File: src/rtl/button_pkg.sv
// rtl/button_pkg.sv - shared state encodings and constants for the key/button front end
package button_pkg;

  typedef enum logic [1:0] {
    IDLE,
    PRESS_WAIT,
    DOWN,
    RELEASE_WAIT
  } debounce_state_t;

  // Encodings of the downstream one-pulse-per-press stage live here too.
  typedef enum logic [1:0] {
    BTN_IDLE,
    BTN_PULSE,
    BTN_WAIT_RELEASE
  } button_state_t;

  localparam logic [7:0] GLITCH_MAX = 8'd255;

  function automatic logic [7:0] sat_inc8(input logic [7:0] v);
    return (v == GLITCH_MAX) ? v : v + 8'd1;
  endfunction

endpackage

File: src/rtl/sync2.sv
// rtl/sync2.sv - two-flop synchronizer with configurable reset level
module sync2 #(
  parameter logic RESET_VAL = 1'b0
) (
  input  logic clk_i,
  input  logic rst_n_i,
  input  logic d_i,
  output logic q_o
);

  logic stage1_q;
  logic stage2_q;

  always_ff @(posedge clk_i or negedge rst_n_i) begin
    if (!rst_n_i) begin
      stage1_q <= RESET_VAL;
      stage2_q <= RESET_VAL;
    end else begin
      stage1_q <= d_i;
      stage2_q <= stage1_q;
    end
  end

  assign q_o = stage2_q;

endmodule

File: src/rtl/key_debounce.sv
// rtl/key_debounce.sv - synchronize, debounce and count bounces on one push-button pin
module key_debounce
  import button_pkg::*;
#(
  parameter int unsigned STABLE_CYCLES = 50000,
  parameter bit          ACTIVE_LOW    = 1'b1
) (
  input  logic       Clock,
  input  logic       Reset,
  input  logic       key_raw,
  output logic       pressed,
  output logic [7:0] glitch_count
);

  localparam int unsigned CW = $clog2(STABLE_CYCLES);
  localparam logic [CW-1:0] CNT_ONE  = CW'(1);
  localparam logic [CW-1:0] CNT_LAST = CW'(STABLE_CYCLES - 1);

  logic            key_norm;
  logic            s;
  debounce_state_t state_q;
  logic [CW-1:0]   cnt_q;
  logic [CW-1:0]   cnt_d;
  logic            pressed_q;
  logic [7:0]      glitch_q;
  logic [7:0]      glitch_d;

  assign key_norm = ACTIVE_LOW ? ~key_raw : key_raw;

  sync2 #(
    .RESET_VAL (1'b0)
  ) u_sync (
    .clk_i   (Clock),
    .rst_n_i (Reset),
    .d_i     (key_norm),
    .q_o     (s)
  );

  assign cnt_d    = cnt_q + CNT_ONE;
  assign glitch_d = sat_inc8(glitch_q);

  // pressed_q is updated on the same edge as the state so the output is a plain flop.
  always_ff @(posedge Clock or negedge Reset) begin
    if (!Reset) begin
      state_q   <= IDLE;
      cnt_q     <= '0;
      pressed_q <= 1'b0;
      glitch_q  <= 8'd0;
    end else begin
      case (state_q)
        IDLE: begin
          if (s) begin
            state_q <= PRESS_WAIT;
            cnt_q   <= CNT_ONE;
          end
        end
        PRESS_WAIT: begin
          if (!s) begin
            state_q  <= IDLE;
            glitch_q <= glitch_d;
          end else if (cnt_q == CNT_LAST) begin
            state_q   <= DOWN;
            pressed_q <= 1'b1;
          end else begin
            cnt_q <= cnt_d;
          end
        end
        DOWN: begin
          if (!s) begin
            state_q <= RELEASE_WAIT;
            cnt_q   <= CNT_ONE;
          end
        end
        RELEASE_WAIT: begin
          if (s) begin
            state_q  <= DOWN;
            glitch_q <= glitch_d;
          end else if (cnt_q == CNT_LAST) begin
            state_q   <= IDLE;
            pressed_q <= 1'b0;
          end else begin
            cnt_q <= cnt_d;
          end
        end
        default: begin
          state_q   <= IDLE;
          pressed_q <= 1'b0;
        end
      endcase
    end
  end

  assign pressed      = pressed_q;
  assign glitch_count = glitch_q;

endmodule

File: config.mk
export PLATFORM = sky130hd
export DESIGN_NAME = key_debounce
export DESIGN_NICKNAME = d
export VERILOG_FILES = /design/src/rtl/button_pkg.sv /design/src/rtl/sync2.sv /design/src/rtl/key_debounce.sv
export SDC_FILE = /design/constraint.sdc
export NUM_CORES = 1
export LEC_CHECK = 0
export CAP_MARGIN = 10
export CORE_ASPECT_RATIO = 0.5
export CORE_MARGIN = 5
export CORE_UTILIZATION = 50
export DETAILED_ROUTE_END_ITERATION = 10
export HOLD_SLACK_MARGIN = 0.06
export MAX_ROUTING_LAYER = met4
export PLACE_DENSITY = 0.7
export SYNTH_ARGS = -nofsm -noshare
export SYNTH_HDL_FRONTEND = slang
export SYNTH_HIERARCHICAL = 1
export SYNTH_SLANG_ARGS = --single-unit
File: constraint.sdc
create_clock -name Clock -period 2.3 [get_ports Clock]
set_input_delay 0.23 -clock Clock [delete_from_list [all_inputs] [get_ports Clock]]
set_output_delay 0.23 -clock Clock [all_outputs]
set_load 0.01 [all_outputs]
-- Word level (Yosys, flattened, before mapping)
Index checks and enable logic that the tools add are counted.
W data, S select, Z words.
- register bits after elaboration: 29
- input port bits: 3
- output and inout port bits: 9
- equality and inequality tests: 15
- mux-type cells: 22
- reductions and logical operators: 6
- bitwise logic cells: 1
- add/subtract/negate cells: 2
- operators by type and width (operator ; count):
    $mux W16 ; 5
    $pmux W16 S4 ; 1
    $mux W8 ; 3
    $add A16 B1 Y16 const B ; 1
    $eq A16 B16 Y1 const B ; 1
    $pmux W8 S2 ; 1
    $mux W2 ; 6
    $ne A2 B2 Y1 const B ; 5
    $add A8 B1 Y8 const B ; 1
    $eq A8 B8 Y1 const B ; 1
    $pmux W2 S4 ; 1
    $reduce_and A4 Y1 ; 2
    $ne A2 B1 Y1 const B ; 3
    $reduce_and A5 Y1 ; 1
    $eq A2 B2 Y1 const B ; 2
    $mux W1 ; 4
    $ne A3 B2 Y1 const B ; 1
    $ne A3 B3 Y1 const B ; 1
    $reduce_and A3 Y1 ; 1
    $eq A2 B1 Y1 const B ; 1
    $logic_not A2 Y1 ; 1
    $pmux W1 S2 ; 1
    $reduce_bool A2 Y1 ; 1
    $not A1 Y1 ; 1

-- Logic depth before layout (Yosys ltp)
Gate-level depths: netlist of run 1.
- depth in word-level cells: 4
- mapped depth: 8
- gate-level depth less buffers: 7

-- Cells and area by module
The synthesis of run 1 kept the hierarchy.
- by module, submodules not included (module ; area an instance (µm²) ; instances ; cells an instance):
    key_debounce ; 1465.2 ; 1 ; 158
    sync2 ; 50.0 ; 1 ; 2

-- Worst setup path after synthesis of run 1
Ideal clock, no wire load.
- path kind: register -> register
- start point: register cnt_q[12]
- end point: register cnt_q[14]
- stages on the path, launching flop included: 7
- buffers on the path: 2
- setup time: 0.140 ns
- arrival: 1.820 ns
- slack: 0.341 ns
- period minus slack after synthesis: 1.959 ns
- path through: dfrtp_1 or4b_4 nor4_4 or2_1 buf_6 buf_4 o221ai_1
- word-level cells in the longest chain between the ends: 4
- elaborated cells between the ends (all ways): 6
- RTL lines (what ; line ; source):
    from (decl) ; key_debounce.sv:22 ; logic [CW-1:0] cnt_q;
    from (signal assigned) ; key_debounce.sv:65 ; cnt_q <= cnt_d;
    from (signal assigned) ; key_debounce.sv:82 ; cnt_q <= cnt_d;
    $add A16 B1 Y16 / $eq A16 B16 Y1 (equally long branches) ; key_debounce.sv:39, key_debounce.sv:61, key_debounce.sv:78 ;
    $mux W16 * ; key_debounce.sv:61, key_debounce.sv:78 ;
    $mux W16, on equally long branches ; key_debounce.sv:75, key_debounce.sv:58 ;
    $pmux W16 S4 * ; key_debounce.sv:50 ; case (state_q)
Every way passes the cells marked *; elsewhere a longest branch is shown, timed or not. The select of a mux whose other input is x is not followed.
A chain may end at the register's enable or synchronous reset.

-- Worst setup path in the final report of run 1
Same ends and word-level chain as after synthesis.

==> run summary, run 1 <==
EDFF count, synth: 0
Ports: 12
Row count: 14
RSZ-0062 raised after global routing: no
RePlAce Congestion: 0.861
Post-CTS sizing: 0
Detailed Route WL: 3340 um
Antenna-violating nets left: 0
Startpoint Class: flop
Total track usage: 18.4%
Critical path class: flop to flop
Power Density: 805 nW/um^2
Final slew viol count: 0
CP max stage delay: 570 ps
Leakage: 0.765 nW
Number of H-tree levels: 2
Placement Setup Slack: 205 ps
Worst EP required: 2450 ps
GR Util met3: 7.59%
Diodes inserted: 0
Worst slew margin: 73.7%
Hold Buf Count CTS: 0
Final nets: 184
Area delta synth->final: 18.4%
Tcrit/Tclk final: 92.6%
TritonCTS clock tree: done
Initial antenna violation count: 0
Total power: 0.00145 W
MaxCap Viol Count: 0
Largest family of logic cells by synthesized area: simple AND/OR/NAND/NOR gates
Synth cell types: 42
Pin count of the biggest net entering global routing: 30
Async set-reset flop share out of synthesis: 100%
Ys Warns: 6
Worst-Margin Slew: 392 ps
CP max-delay cell: or4b_4
Clock Skew: 7.46 ps
Sequential fraction of the synthesis area: 47.9%
Synthesized cell area: 1520 sq um
Layout cells sized above 1: 12.8%
Crit path cell chain: or4b_4 -> nor4_4 -> or2_1 -> buf_4 -> o221ai_1
Synth Area in Compound Gates: 12.1%
Max IR drop VDD: 583 uV
CTS clk-pin slew, worst paths: 70 ps
Status: completed
IO buf count: 11
Fmax: 0.470 GHz
Synthesized area per cell: 9.47 sq um
Total number of vias: 1249
Final setup viols: 0
Crit-path max FO: 9
DRC viols: 0
#FFs+latches synth: 29
Worst skew pair latency: 280 ps
XOR/XNOR share of the synthesized area: 3.47%
Met2 Use GR: 27.8%
Final setup TNS: 0 ps
Ys flop type: dfrtp_1
Worst path arrival time: 2280 ps
Post-synthesis mux area share: 4.21%
Adder-Cell Fraction of Synth Area: 1.65%
First-pass GRT wire length: 5950 um
Vias in the first global route: 1263
Critical path endpoint category: flop
Core Region: 2960 sq um
Gr busiest metal: met2
CTS Buf Count: 5
CTS max path bufs: 2
Die ar.: 4300 sq um
Post-CTS Setup Bufs: 0
Final worst slack: 171 ps
Met1 Use GR: 23.1%
Starting Density: 51.2%
Hpwl dp: 2280 um
Routed WL per cell: 15.2 um
Vias/cell: 5.68
Die Ht: 48.9 um
Die width: 87.9 um
Hold/Removal Path Class: primary input to async pin
Root Buffer: clkbuf_8
Total grt overflow: 0
Sinks on the clock net: 29
1st-iter DRT viols: 108
Syn Nets: 165
Min cycle time layout: 2130 ps
Final hold slack: 335 ps
Simple-gate area share of the yosys netlist: 26.3%
First-pass iteration count of the detailed router: 4
Mapped Cells: 160
Fillers: 256
Hold Vio Cnt, Final: 0
## cells in the mapped netlist (4+ instances only)
master | instances | share of area (%)
nand2_1 | 20 | 5.0
nor4_1 | 4 | 1.7
inv_1 | 7 | 1.7
o21ai_0 | 10 | 3.3
dfrtp_1 | 29 | 48
nand4_1 | 6 | 2.5
a21oi_1 | 6 | 2.0
nor2_1 | 15 | 3.7
nand3_1 | 10 | 3.3
## layout make-up
type | count | area [sq um] | area share, %
clock buffer | 7 | 96.3 | 5.37
tap | 40 | 50.0 | 2.79
clock inverter | 1 | 5.00 | 0.279
inverter | 8 | 32.5 | 1.81
multi-input combinational | 117 | 722 | 40.2
timing repair buffer | 18 | 163 | 9.07
sequential | 29 | 726 | 40.4
## stage by stage
step	std cells	area [sq um]	util (%)
5_1_grt	220	1790	60.6
6_report	220	1790	60.6
3_3_place_gp	212	1690	57.2
2_1_floorplan	160	1520	-
3_5_place_dp	212	1690	57.2
4_1_cts	220	1790	60.6
## critical path: cells and delay by family (launching register included)
kind | cells | cell delay [ps]
AO/OA/AOI/OAI | 1 | 100
AND/OR/NAND/NOR | 3 | 1230
flip-flops | 1 | 450
buffers and inverters | 1 | 220
## flip-flops by register name, indices dropped and copies added (netlist names), named ones only
register	cells
cnt_q	16
glitch_count	8
pressed	1
state_q	1
u_sync/q_o	1
u_sync/stage1_q	1
## per-layer routing
layer  routed length, um  part of all wire, %
met1                1600                   48
met4                  12                 0.36
met5                   0                    0
met2                1580                   47
met3                 148                  4.4
## path summary, 6_finish.rpt
kind / from / end / slack, ps / depth (start not counted)
setup / recovery: cnt_q[12]$_DFFE_PN0P_ / cnt_q[14]$_DFFE_PN0P_ / 170 / 5
hold / removal: Reset / cnt_q[4]$_DFFE_PN0P_ / 340 / 2
setup reg to reg: cnt_q[12]$_DFFE_PN0P_ / cnt_q[14]$_DFFE_PN0P_ / 170 / 5
hold reg to reg: u_sync/stage1_q$_DFF_PN0_ / u_sync/q_o$_DFF_PN0_ / 360 / 0
max in group asynchronous: Reset / cnt_q[2]$_DFFE_PN0P_ / 1680 / 2
min in group Clock: u_sync/stage1_q$_DFF_PN0_ / u_sync/q_o$_DFF_PN0_ / 360 / 0
## placed cells by master, fill, tap and decap left out, types with 2 or more instances in the layout
master           count
a21oi_1              6
a31oi_1              2
and2_1               3
buf_4                7
clkbuf_8             7
clkdlybuf4s50_1     11
dfrtp_1             29
ha_1                 2
inv_1                7
mux2_2               3
mux2i_1              3
nand2_1             20
nand3_1             10
nand4_1              6
nor2_1              15
nor3_1               2
nor4_1               4
o21ai_0             10
o22ai_1              2
o41ai_1              3
or3_1                2
or4_1                2
xnor2_1              3
xor2_1               3
## cell families after synthesis
kind of cell / Yosys count
simple gates: 74
compound gates: 29
flops: 29
buf+inv: 14
xor+xnor: 6
mux: 6
fa+ha+maj: 2
## report_power, final
group	internal [W]	switching, W	leakage (nW)	total [W]
Clock	0.000270	0.000202	0.0542	0.000473
Sequential	0.000583	0.000103	0.383	0.000686
Combinational	0.000160	0.000127	0.328	0.000287
(Power assumes the default switching activity.)
==> run 2, diff against run 1 <==
Settings changed: CAP_MARGIN 10 to default.
Clock period 2.3 ns to 2.66 ns, I/O delays scaled along.
==> run summary, run 2 (synthesis results as in run 1) <==
Routed WL per cell: 14.1 um
Worst EP required: 2830 ps
Core Region: 2960 sq um
Most common cell after layout, fill and taps aside: dfrtp_1
Comb pwr share: 18.5%
Switching Fraction: 27.9%
Internal power: 0.000946 W
CP delay by family, top: simple AND/OR/NAND/NOR gates
Hold/Removal Path Class: flop to flop
Root Buffer: clkbuf_8
CTS max path bufs: 2
Min cycle time layout: 2370 ps
RePlAce Congestion: 0.835
Hold Path End: u_sync/q_o$_DFF_PN0_
CP max stage delay: 570 ps
Layout cells sized above 1: 11.3%
Vias/cell: 5.62
Status: completed
Power Density: 733 nW/um^2
Die Ht: 48.9 um
Starting Density: 51.2%
Number of H-tree levels: 2
Hold Vio Cnt, Final: 0
Startpoint Class: flop
Initial antenna violation count: 0
Hold Buf Count CTS: 0
IO buf count: 11
Fmax: 0.422 GHz
CP max-delay cell: or4b_4
Total number of vias: 1220
Final nets: 181
Crit path cell chain: or4b_4 -> nor4_4 -> or2_1 -> inv_4 -> a41o_1
Ports: 12
Biggest register: cnt_q
First-pass iteration count of the detailed router: 4
First-pass GRT wire length: 5480 um
MaxCap Viol Count: 0
CTS clk-pin slew, worst paths: 70 ps
Area delta synth->final: 18.2%
Worst slew margin: 65.5%
Clock Skew: 7.88 ps
Fillers: 250
Worst reg2reg setup slack: 290 ps
Post-CTS sizing: 0
Critical path class: flop to flop
Diodes inserted: 0
Leakage: 0.754 nW
WP buf/inv: 1
Worst Reg-to-Reg Cells: 5
Commonest non-fill, non-tap cells in the layout: dfrtp_1, nand2_1, nor2_1
Worst path arrival time: 2540 ps
Worst-Margin Slew: 518 ps
Hpwl dp: 2180 um
RSZ-0062 raised after global routing: no
Multi-input gate area: 722 sq um
1st-iter DRT viols: 112
Final slew viol count: 0
Worst reg2reg endpoint: cnt_q[11]$_DFFE_PN0P_
Total track usage: 16.9%
Clk pwr share: 36.1%
Row count: 14
Max FFs per register: 16
Worst skew pair latency: 280 ps
Worst R2R Start: cnt_q[12]$_DFFE_PN0P_
Max IR drop VDD: 624 uV
Pin count of the biggest net entering global routing: 30
Antenna-violating nets left: 0
Tcrit/Tclk final: 89.0%
Die width: 87.9 um
Critical path endpoint category: flop
Detailed Route WL: 3060 um
Crit-path max FO: 14
Post-CTS Setup Bufs: 0
CTS Buf Count: 5
Sinks on the clock net: 29
Die ar.: 4300 sq um
Reg power frac: 45.4%
Total power: 0.00131 W
Final setup viols: 0
Sw power: 0.000366 W
Hold Crit Depth: 0
Total grt overflow: 0
DRC viols: 0
Worst Hold Launch: u_sync/stage1_q$_DFF_PN0_
Sequential cell area: 726 sq um
Vias in the first global route: 1183
Final setup TNS: 0 ps
TritonCTS clock tree: done
run 2: worst max path at each step:
stage | depth (start not counted) | to | slack (ps) | from
floorplan | 6 | cnt_q[14]$_DFFE_PN0P_ | 700 | cnt_q[12]$_DFFE_PN0P_
global placement | 5 | cnt_q[11]$_DFFE_PN0P_ | 380 | cnt_q[12]$_DFFE_PN0P_
detailed placement | 5 | cnt_q[11]$_DFFE_PN0P_ | 310 | cnt_q[12]$_DFFE_PN0P_
CTS | 5 | cnt_q[11]$_DFFE_PN0P_ | 300 | cnt_q[12]$_DFFE_PN0P_
global route | 6 | cnt_q[0]$_DFFE_PN0P_ | 140 | cnt_q[12]$_DFFE_PN0P_
finish | 5 | cnt_q[11]$_DFFE_PN0P_ | 290 | cnt_q[12]$_DFFE_PN0P_
run 2: final cells by class:
class | count | share of cell area, %
sequential | 29 | 40.5
multi-input combinational | 117 | 40.3
timing repair buffer | 15 | 7.83
clock buffer | 6 | 4.61
tap | 40 | 2.80
clock inverter | 2 | 2.10
inverter | 8 | 1.82
run 2: layer usage:
layer | GRT usage, % | vias up | share of wire (%)
li1 | - | 608 | -
met1 | 23.3 | 578 | 51
met2 | 23.1 | 27 | 43
met3 | 5.06 | 7 | 4.4
met4 | 6.63 | 0 | 2.0
met5 | - | - | 0
run 2: power by group through the flow:
stage	Clock (W)	Combinational (W)	Sequential, W
after floorplan	0	0.000118	0.000597
after CTS	0.000480	0.000247	0.000594
after global placement	0	0.000239	0.000595
final	0.000474	0.000243	0.000595
after global routing	0.000502	0.000272	0.000611
after detailed placement	0	0.000247	0.000598
run 2: worst register-to-register path, cell delays in order (launching register included):
cell and delay [ps]:
dfrtp_1 440, or4b_4 570, nor4_4 410, or2_1 490, inv_4 90, a41o_1 250
run 2: stage by stage:
stage	util, %	worst slack [ps]	instance area [sq um]	hold WS, ps	cells
6_report	60.5	292	1790	350	217
5_1_grt	60.5	143	1790	385	217
4_1_cts	60.5	304	1790	350	217
3_5_place_dp	56.4	315	1670	336	209
3_3_place_gp	56.4	380	1670	332	209
2_1_floorplan	-	701	1520	-29.6	160
